==> src/rtl/aes_seq_pkg.sv <==
// Shared types for the AES block-chaining sequencer: FSM states, chaining mode and
// the per-block request captured at the input handshake.
package aes_seq_pkg;

    localparam int AES_BLK_W = 128;

    typedef enum logic [1:0] {
        IDLE = 2'd0,
        LOAD = 2'd1,
        BUSY = 2'd2,
        OUT  = 2'd3
    } seq_state_t;

    typedef enum logic {
        ECB = 1'b0,
        CBC = 1'b1
    } seq_mode_t;

    typedef struct packed {
        logic [AES_BLK_W-1:0] key;
        logic [AES_BLK_W-1:0] text;
        seq_mode_t            mode;
        logic                 last;
    } seq_req_t;

endpackage

==> src/rtl/aes_cbc_seq.sv <==
// ECB/CBC chaining sequencer in front of a 128-bit AES encrypt core, one block in flight.
// Optional processed-block counter on blk_cnt when AES_SEQ_CNT_EN is defined.
module aes_cbc_seq
    import aes_seq_pkg::*;
#(
    parameter int BLK_W = AES_BLK_W,
    parameter int CNT_W = 16
) (
    input  logic             mclk,
    input  logic             rst,
    input  logic             cfg_mode,
    input  logic [BLK_W-1:0] cfg_key,
    input  logic [BLK_W-1:0] cfg_iv,
    input  logic             cfg_iv_ld,
    input  logic             in_valid,
    output logic             in_ready,
    input  logic [BLK_W-1:0] in_data,
    input  logic             in_last,
    output logic             out_valid,
    input  logic             out_ready,
    output logic [BLK_W-1:0] out_data,
    output logic             out_last,
    output logic             aes_ld,
    output logic [BLK_W-1:0] aes_key,
    output logic [BLK_W-1:0] aes_text_in,
    input  logic             aes_done,
    input  logic [BLK_W-1:0] aes_text_out,
    output logic             busy
`ifdef AES_SEQ_CNT_EN
    ,
    output logic [CNT_W-1:0] blk_cnt
`endif
);

    if (BLK_W != AES_BLK_W) begin : g_bad_blk_w
        $error("aes_cbc_seq: only 128-bit blocks are supported");
    end
    if (CNT_W < 1) begin : g_bad_cnt_w
        $error("aes_cbc_seq: CNT_W must be at least 1");
    end

    seq_state_t           state, state_nxt;
    seq_req_t             req;
    logic [BLK_W-1:0]     chain;
    logic [BLK_W-1:0]     res_q;
    logic                 iv_pend;
    logic                 in_hs, out_hs;

    always_comb begin
        state_nxt = state;
        in_ready  = 1'b0;
        aes_ld    = 1'b0;
        out_valid = 1'b0;
        case (state)
            IDLE: begin
                // An IV load owns the cycle so the chain register never sees two writers.
                in_ready = !cfg_iv_ld && !rst;
                if (in_valid && !cfg_iv_ld && !rst) state_nxt = LOAD;
            end
            LOAD: begin
                aes_ld    = 1'b1;
                state_nxt = BUSY;
            end
            BUSY: if (aes_done) state_nxt = OUT;
            OUT: begin
                out_valid = 1'b1;
                if (out_ready) state_nxt = IDLE;
            end
            default: state_nxt = IDLE;
        endcase
    end

    assign in_hs  = in_valid && in_ready;
    assign out_hs = out_valid && out_ready;

    always_ff @(posedge mclk) begin
        if (rst) state <= IDLE;
        else     state <= state_nxt;
    end

    always_ff @(posedge mclk) begin
        if (rst) begin
            req     <= '0;
            chain   <= '0;
            res_q   <= '0;
            iv_pend <= 1'b0;
        end else begin
            if (cfg_iv_ld && state != IDLE) iv_pend <= 1'b1;
            case (state)
                IDLE: begin
                    if (cfg_iv_ld) begin
                        chain <= cfg_iv;
                    end else if (in_hs) begin
                        req.key  <= cfg_key;
                        req.mode <= seq_mode_t'(cfg_mode);
                        req.last <= in_last;
                        req.text <= cfg_mode ? (in_data ^ chain) : in_data;
                    end
                end
                BUSY: begin
                    if (aes_done) begin
                        res_q <= aes_text_out;
                        if (req.mode == CBC) chain <= aes_text_out;
                    end
                end
                OUT: begin
                    // End of message or a deferred IV load restarts the chain from cfg_iv.
                    if (out_ready) begin
                        if (req.last || iv_pend || cfg_iv_ld) chain <= cfg_iv;
                        iv_pend <= 1'b0;
                    end
                end
                default: ;
            endcase
        end
    end

    assign out_data    = res_q;
    assign out_last    = req.last;
    assign aes_key     = req.key;
    assign aes_text_in = req.text;
    assign busy        = (state != IDLE);

`ifdef AES_SEQ_CNT_EN
    always_ff @(posedge mclk) begin
        if (rst || cfg_iv_ld) blk_cnt <= '0;
        else if (out_hs)      blk_cnt <= blk_cnt + 1'b1;
    end
`else
    logic unused_out_hs;
    assign unused_out_hs = out_hs;
`endif

endmodule
==> config.mk <==
export PLATFORM = sky130hd
export DESIGN_NAME = aes_cbc_seq
export DESIGN_NICKNAME = d
export VERILOG_FILES = /design/src/rtl/aes_seq_pkg.sv /design/src/rtl/aes_cbc_seq.sv
export SDC_FILE = /design/constraint.sdc
export NUM_CORES = 1
export LEC_CHECK = 0
export ABC_AREA = 1
export BUFFER_PORTS_ARGS = -buffer_cell sky130_fd_sc_hd__buf_2
export CAP_MARGIN = 20
export CORE_AREA = 2 2 358 360
export CTS_CLUSTER_SIZE = 25
export DETAILED_ROUTE_END_ITERATION = 7
export DIE_AREA = 0 0 360 362
export HOLD_SLACK_MARGIN = 0.15
export PLACE_DENSITY = 0.37
export SLEW_MARGIN = 40
export SYNTH_ARGS = -nofsm -noshare
export SYNTH_HDL_FRONTEND = slang
export SYNTH_SLANG_ARGS = --single-unit
export TNS_END_PERCENT = 100
==> constraint.sdc <==
create_clock -name mclk -period 2.15 [get_ports mclk]
set_input_delay 0.215 -clock mclk [delete_from_list [all_inputs] [get_ports mclk]]
set_output_delay 0.215 -clock mclk [all_outputs]
set_load 0.005 [all_outputs]
==> flow_metrics.env, run 1 <==
export IMPL_status="complete, no violations"
export IMPL_max_freq_mhz=494
export IMPL_ys_seq_area_share_pct=42.5
export IMPL_yosysTopAreaCellShare_pct=42.5
export IMPL_n_fill_cell=14000
export IMPL_cts_tree="done"
export IMPL_min_path_type="in2reg"
export IMPL_die_area_um2=130000
export IMPL_path_class="reg2reg"
export IMPL_dr_pass1_iters=5
export IMPL_fin_area_um2=37200
export IMPL_drt_wirelength_per_cell_um=18.4
export IMPL_ant_nets=0
export IMPL_async_reset_ff_share_pct=0
export IMPL_yosysMostFrequentCell="nand2_1"
export IMPL_tightest_slew_ns=0.706
export IMPL_synth_edff_count=0
export IMPL_fin_cells=6223
export IMPL_syn_inst=3379
export IMPL_place_ws_ns=-0.0469
export IMPL_cts_buffers=72
export IMPL_ioPinCount=909
export IMPL_place_congestion=0.831
export IMPL_finalCriticalPeriod_ns=2.03
export IMPL_power_density_nw_per_um2=995
export IMPL_drc=0
export IMPL_grt_pass1_wl_um=167000
export IMPL_synth_common_cells="nand2_1 (653), dfxtp_1 (517), nor2_1 (513), o21ai_0 (295), a21oi_1 (261)"
export IMPL_required_ns=2.70
export IMPL_clk_pin_slew_ns=0.05
export IMPL_synth_top_area_cell="dfxtp_1"
export IMPL_cp_end_kind="flip-flop"
export IMPL_setup_slack_ns=0.124
export IMPL_grt_overflow=0
export IMPL_io_buffers=908
export IMPL_die_w_um=360
export IMPL_drtIter0Drc=1525
export IMPL_slew_viol_final=0
export IMPL_start_util_pct=19.2
export IMPL_critPathSlowestCell="a21boi_0"
export IMPL_ys_flop_type="dfxtp_1"
export IMPL_setup_viol=0
export IMPL_grt_max_degree=155
export IMPL_synth_area_um2=24400
export IMPL_num_vias=25300
export IMPL_areaGrowthSynthToFinish_pct=52.5
export IMPL_rsz0062_at_grt="no"
export IMPL_antenna_found_initial=14
export IMPL_finalHoldViolCount=0
export IMPL_syn_nets=3904
export IMPL_ys_ff_latch=517
export IMPL_max_stage_delay_ns=0.42
export IMPL_cts_max_level=3
export IMPL_detail_route_vias_per_cell=4.06
export IMPL_core_area_um2=127000
export IMPL_maxCapViolations=0
export IMPL_nets=5031
export IMPL_arrival_ns=2.58
export IMPL_drt_wl_total_um=115000
export IMPL_layout_worst_path_cycle_share_pct=94.2
export IMPL_critPathMaxFanout=28
export IMPL_hpwl_um=83400
export IMPL_yosysUniqueCellTypes=21
export IMPL_max_slew_margin_rel_pct=52.9
export IMPL_finClkSkew_ns=0.0288
export IMPL_crit_path_cell_trace="inv_2 > ha_4 > buf_12 > buf_4 > nand2_1 > a21boi_0 > buf_4 > nand3_1 > nand2_1 > nor2_1"
export IMPL_placed_area_um2=29400
export IMPL_leakagePower_uw=0.0174
export IMPL_irDropWorstVdd_mv=0.689
export IMPL_drive_gt1_share_pct=25.4
export IMPL_dp_cells=5565
export IMPL_synthTopCellsByArea="dfxtp_1 (42%), nand2_1 (10%), buf_4 (8.0%), nor2_1 (7.9%), o21ai_0 (6.1%)"
export IMPL_clk_latency_ns=0.68
export IMPL_clockBufferDepth=3
export IMPL_rows=131
export IMPL_grt_pass1_vias=25700
export IMPL_die_y_um=362
export IMPL_cts_root_buffer="clkbuf_16"
export IMPL_synth_avg_cell_area_um2=7.21
export IMPL_grtUsageTotal_pct=16.9
export IMPL_post_route_util_pct=29.3
export IMPL_start_kind="flip-flop"
export IMPL_yosys_warnings=0
export IMPL_cts_sinks=517
==> sequential cells by signal, indices dropped and copies added, names as in the netlist <==
signal,count
aes_key,128
aes_text_in,128
chain,128
iv_pend,1
out_data,128
out_last,1
req,1
state,2
==> worst paths after layout <==
path,start,endpoint,slack [ns],cells after the start
worst max-delay path,state[0]$_SDFFE_PP0P_,chain[64]$_SDFFE_PP0P_,0.12,10
worst min-delay path,in_valid,aes_key[76]$_SDFFE_PP0P_,0.22,4
worst max register to register,state[0]$_SDFFE_PP0P_,chain[64]$_SDFFE_PP0P_,0.12,10
worst min register to register,req[1]$_SDFFE_PP0P_,req[1]$_SDFFE_PP0P_,0.47,2
==> layout make-up <==
cell class / count / area (um2) / area share [%]
diodes: 6 / 15.0 / 0.0404
clock buffers: 99 / 2020 / 5.44
repair buffers: 1563 / 11300 / 30.4
well taps: 1662 / 2080 / 5.60
flip-flops and latches: 517 / 10400 / 27.9
multi-input cells: 2209 / 10500 / 28.3
inverters: 143 / 552 / 1.48
clock inverters: 24 / 343 / 0.923
==> power by group <==
group	leakage, uW	internal (uW)	total (uW)	switching, uW
Sequential	0.00422	11500	12400	973
Combinational	0.0120	5280	12500	7180
Clock	0.00116	7020	12100	5050
Total	0.0174	23800	37000	13200
==> worst max-delay path, delay by kind of cell, from the launching register on <==
| family | cells | cell delay [ns] |
|---|---|---|
| AND/OR/NAND/NOR | 4 | 0.24 |
| adder cells (fa/ha/maj) | 1 | 0.22 |
| AO/OA/AOI/OAI | 1 | 0.42 |
| flip-flops | 1 | 0.35 |
| buffers and inverters | 4 | 0.66 |
==> layer usage <==
layer	track usage, %	part of all wire [%]
met5	0	0.054
met4	5.87	2.9
met3	4.40	6.1
met2	29.2	49
met1	20.2	42
==> placed cells by master, fill, tap and decap left out, drive strengths merged <==
cell type	n
dlygate4sd3	525
o21ai	386
buf	1037
nand3	132
a211oi	1
nand4	1
dfxtp	517
a21oi	261
diode	6
bufbuf	1
a21boi	128
inv	145
nor2	513
bufinv	3
nor3	1
clkbuf	99
clkinv	19
ha	5
xor2	128
nand2	653
==> logic make-up (layout without fill, tap and decap cells) <==
family / Yosys count / after routing / share of synthesized area [%]
fa+ha+maj: 5 / 5 / 0.257
simple gates: 1300 / 1300 / 20.8
xor+xnor: 128 / 128 / 4.60
buf+inv: 653 / 1829 / 14.6
other cells: 0 / 6 / 0
compound gates: 776 / 776 / 17.3
flops: 517 / 517 / 42.5
==> through the flow <==
| step | hold WS, ns | power (uW) | setup TNS (ns) |
|---|---|---|---|
| after floorplan | 0.284 | 19800 | 0 |
| after global placement | 0.430 | 24300 | -0.0463 |
| after detailed placement | 0.436 | 24400 | -0.0889 |
| after CTS | 0.150 | 37800 | -0.0206 |
| after global routing | 0.218 | 39700 | 0 |
| final | 0.219 | 37000 | 0 |
==> repair_timing <==
action,in CTS,in global routing
cloned,1,0
pin swaps,1,1
setup buffers,2,1
resized for setup,6,6
setup endpoints to repair,3,9
hold endpoints to repair,513,0
hold buffers,525,0
(Power assumes the default switching activity.)
==> inputs of run 2 (changes only) <==
Settings changed: PLACE_DENSITY 0.37 to default.
==> flow_metrics.env, run 2 (synthesized netlist as in run 1, its figures left out) <==
export IMPL_place_ws_ns=0.0593
export IMPL_die_area_um2=130000
export IMPL_final_common_cell="buf_2"
export IMPL_clockBufferDepth=3
export IMPL_grt_overflow=0
export IMPL_internal_power_uw=23000
export IMPL_n_fill_cell=13300
export IMPL_place_congestion=0.872
export IMPL_path_class="in2reg"
export IMPL_mostFrequentLayoutCells="buf_2 (906), nand2_1 (651), dlygate4sd3_1 (522), dfxtp_1 (515), nor2_1 (512)"
export IMPL_whs_ns=0.244
export IMPL_setup_viol=0
export IMPL_p_comb_share_pct=33.6
export IMPL_clkPwrFrac_pct=31.3
export IMPL_die_y_um=362
export IMPL_ff2ff_path_depth=10
export IMPL_wl_met2_um=50500
export IMPL_detail_route_vias_per_cell=4.27
export IMPL_total_power_uw=35700
export IMPL_die_w_um=360
export IMPL_setup_slack_ns=0.0699
export IMPL_arrival_ns=2.60
export IMPL_drt_wirelength_per_cell_um=17.4
export IMPL_power_density_nw_per_um2=974
export IMPL_layout_worst_path_cycle_share_pct=96.8
export IMPL_grt_pass1_vias=26000
export IMPL_areaGrowthSynthToFinish_pct=50.2
export IMPL_maxCapViolations=0
export IMPL_start_util_pct=19.2
export IMPL_cts_max_level=3
export IMPL_rows=131
export IMPL_clk_pin_slew_ns=0.06
export IMPL_finClkSkew_ns=0.0223
export IMPL_finalHoldViolCount=0
export IMPL_cp_end_kind="flip-flop"
export IMPL_min_path_cells=6
export IMPL_wl_met3_um=7560
export IMPL_critPathMaxFanout=20
export IMPL_cts_root_buffer="clkbuf_16"
export IMPL_drtIter0Drc=1956
export IMPL_cts_tree="done"
export IMPL_required_ns=2.67
export IMPL_cts_buffers=66
export IMPL_crit_start="rst"
export IMPL_post_route_util_pct=28.9
export IMPL_drive_gt1_share_pct=24.8
export IMPL_max_slew_margin_rel_pct=57.7
export IMPL_ioPinCount=909
export IMPL_start_kind="primary input"
export IMPL_grt_max_degree=130
export IMPL_top_layer="met5"
export IMPL_num_vias=26400
export IMPL_drt_wl_total_um=108000
export IMPL_ant_nets=0
export IMPL_cts_sinks=517
export IMPL_antenna_found_initial=9
export IMPL_r2r_start="state[0]$_SDFFE_PP0P_"
export IMPL_leakagePower_uw=0.0171
export IMPL_switching_share_pct=35.4
export IMPL_drc=0
export IMPL_nets=4995
export IMPL_p_seq_share_pct=35.1
export IMPL_slew_viol_final=0
export IMPL_min_path_type="in2reg"
export IMPL_clk_latency_ns=0.63
export IMPL_io_buffers=908
export IMPL_holdCritStartpoint="cfg_iv_ld"
export IMPL_dr_pass1_iters=6
export IMPL_m1WireLength_um=44800
export IMPL_tightest_slew_ns=0.635
export IMPL_rsz0062_at_grt="yes"
export IMPL_irDropWorstVdd_mv=0.757
export IMPL_hpwl_um=75400
export IMPL_max_freq_mhz=481
export IMPL_core_area_um2=127000
export IMPL_status="complete, no violations"
export IMPL_finalCriticalPeriod_ns=2.08
export IMPL_switching_power_uw=12600
export IMPL_grt_pass1_wl_um=157000
export IMPL_grtUsageTotal_pct=15.7
run 2: changes by cell type in the layout (fill, tap and decap cells not counted), sizes merged:
cell,delta
clkinv,-13
diode,-1
clkinvlp,+1
clkbuf,-5
inv,+5
buf,-27
bufinv,+1
dlygate4sd3,-3
run 2: power by group through the flow:
stage / logic (uW) / registers [uW] / clock network, uW
CTS: 12000 / 12500 / 11600
global placement: 11000 / 12600 / 0
floorplan: 7430 / 12400 / 0
detailed placement: 11100 / 12700 / 0
finish: 12000 / 12500 / 11100
global route: 13400 / 12700 / 11900
run 2: through the flow:
step	area (um2)	setup TNS (ns)	instances
floorplan	24400	0	3379
global placement	29200	0	5539
detailed placement	29200	0	5539
CTS	36600	0	6176
global route	36600	-0.00753	6179
finish	36600	0	6181
run 2: path summary, 6_finish.rpt:
kind / endpoint / slack (ns)
worst max-delay path: aes_text_in[110]$_SDFFE_PP0P_ / 0.07
worst min-delay path: state[0]$_SDFFE_PP0P_ / 0.24
worst max register to register: aes_text_in[110]$_SDFFE_PP0P_ / 0.11
worst min register to register: aes_key[93]$_SDFFE_PP0P_ / 0.48
run 2: what timing repair did:
item / 4_1_cts / 5_1_grt
pin swaps: 2 / 1
hold endpoints to repair: 517 / 0
setup endpoints to repair: 1 / 11
buffers inserted: 2 / 0
resized for setup: 6 / 2
cloned: 1 / 0
hold buffers: 522 / 0
run 2: final cells by class:
type	instances	area [um2]	share of cell area (%)
multi-input combinational	2209	10500	28.7
tap	1662	2080	5.68
inverter	143	552	1.51
timing repair buffer	1533	11000	30.0
antenna	5	12.5	0.0342
clock inverter	18	256	0.701
sequential	517	10400	28.3
clock buffer	94	1870	5.10
run 2: worst max-delay path, cell delays in order:
cell and delay (ns):
dlygate4sd3_1 0.57, buf_2 0.22, inv_8 0.24, nand4_4 0.21, buf_12 0.21, buf_4 0.17, nand2_1 0.06, o21ai_1 0.05
nand2_1 0.05, dlygate4sd3_1 0.55, inv_1 0.04
run 2: layer usage:
metal | track usage (%) | up-vias
li1 | - | 12700
met1 | 18.8 | 12300
met2 | 26.3 | 1111
met3 | 3.95 | 274
met4 | 7.45 | 8
met5 | 0 | -
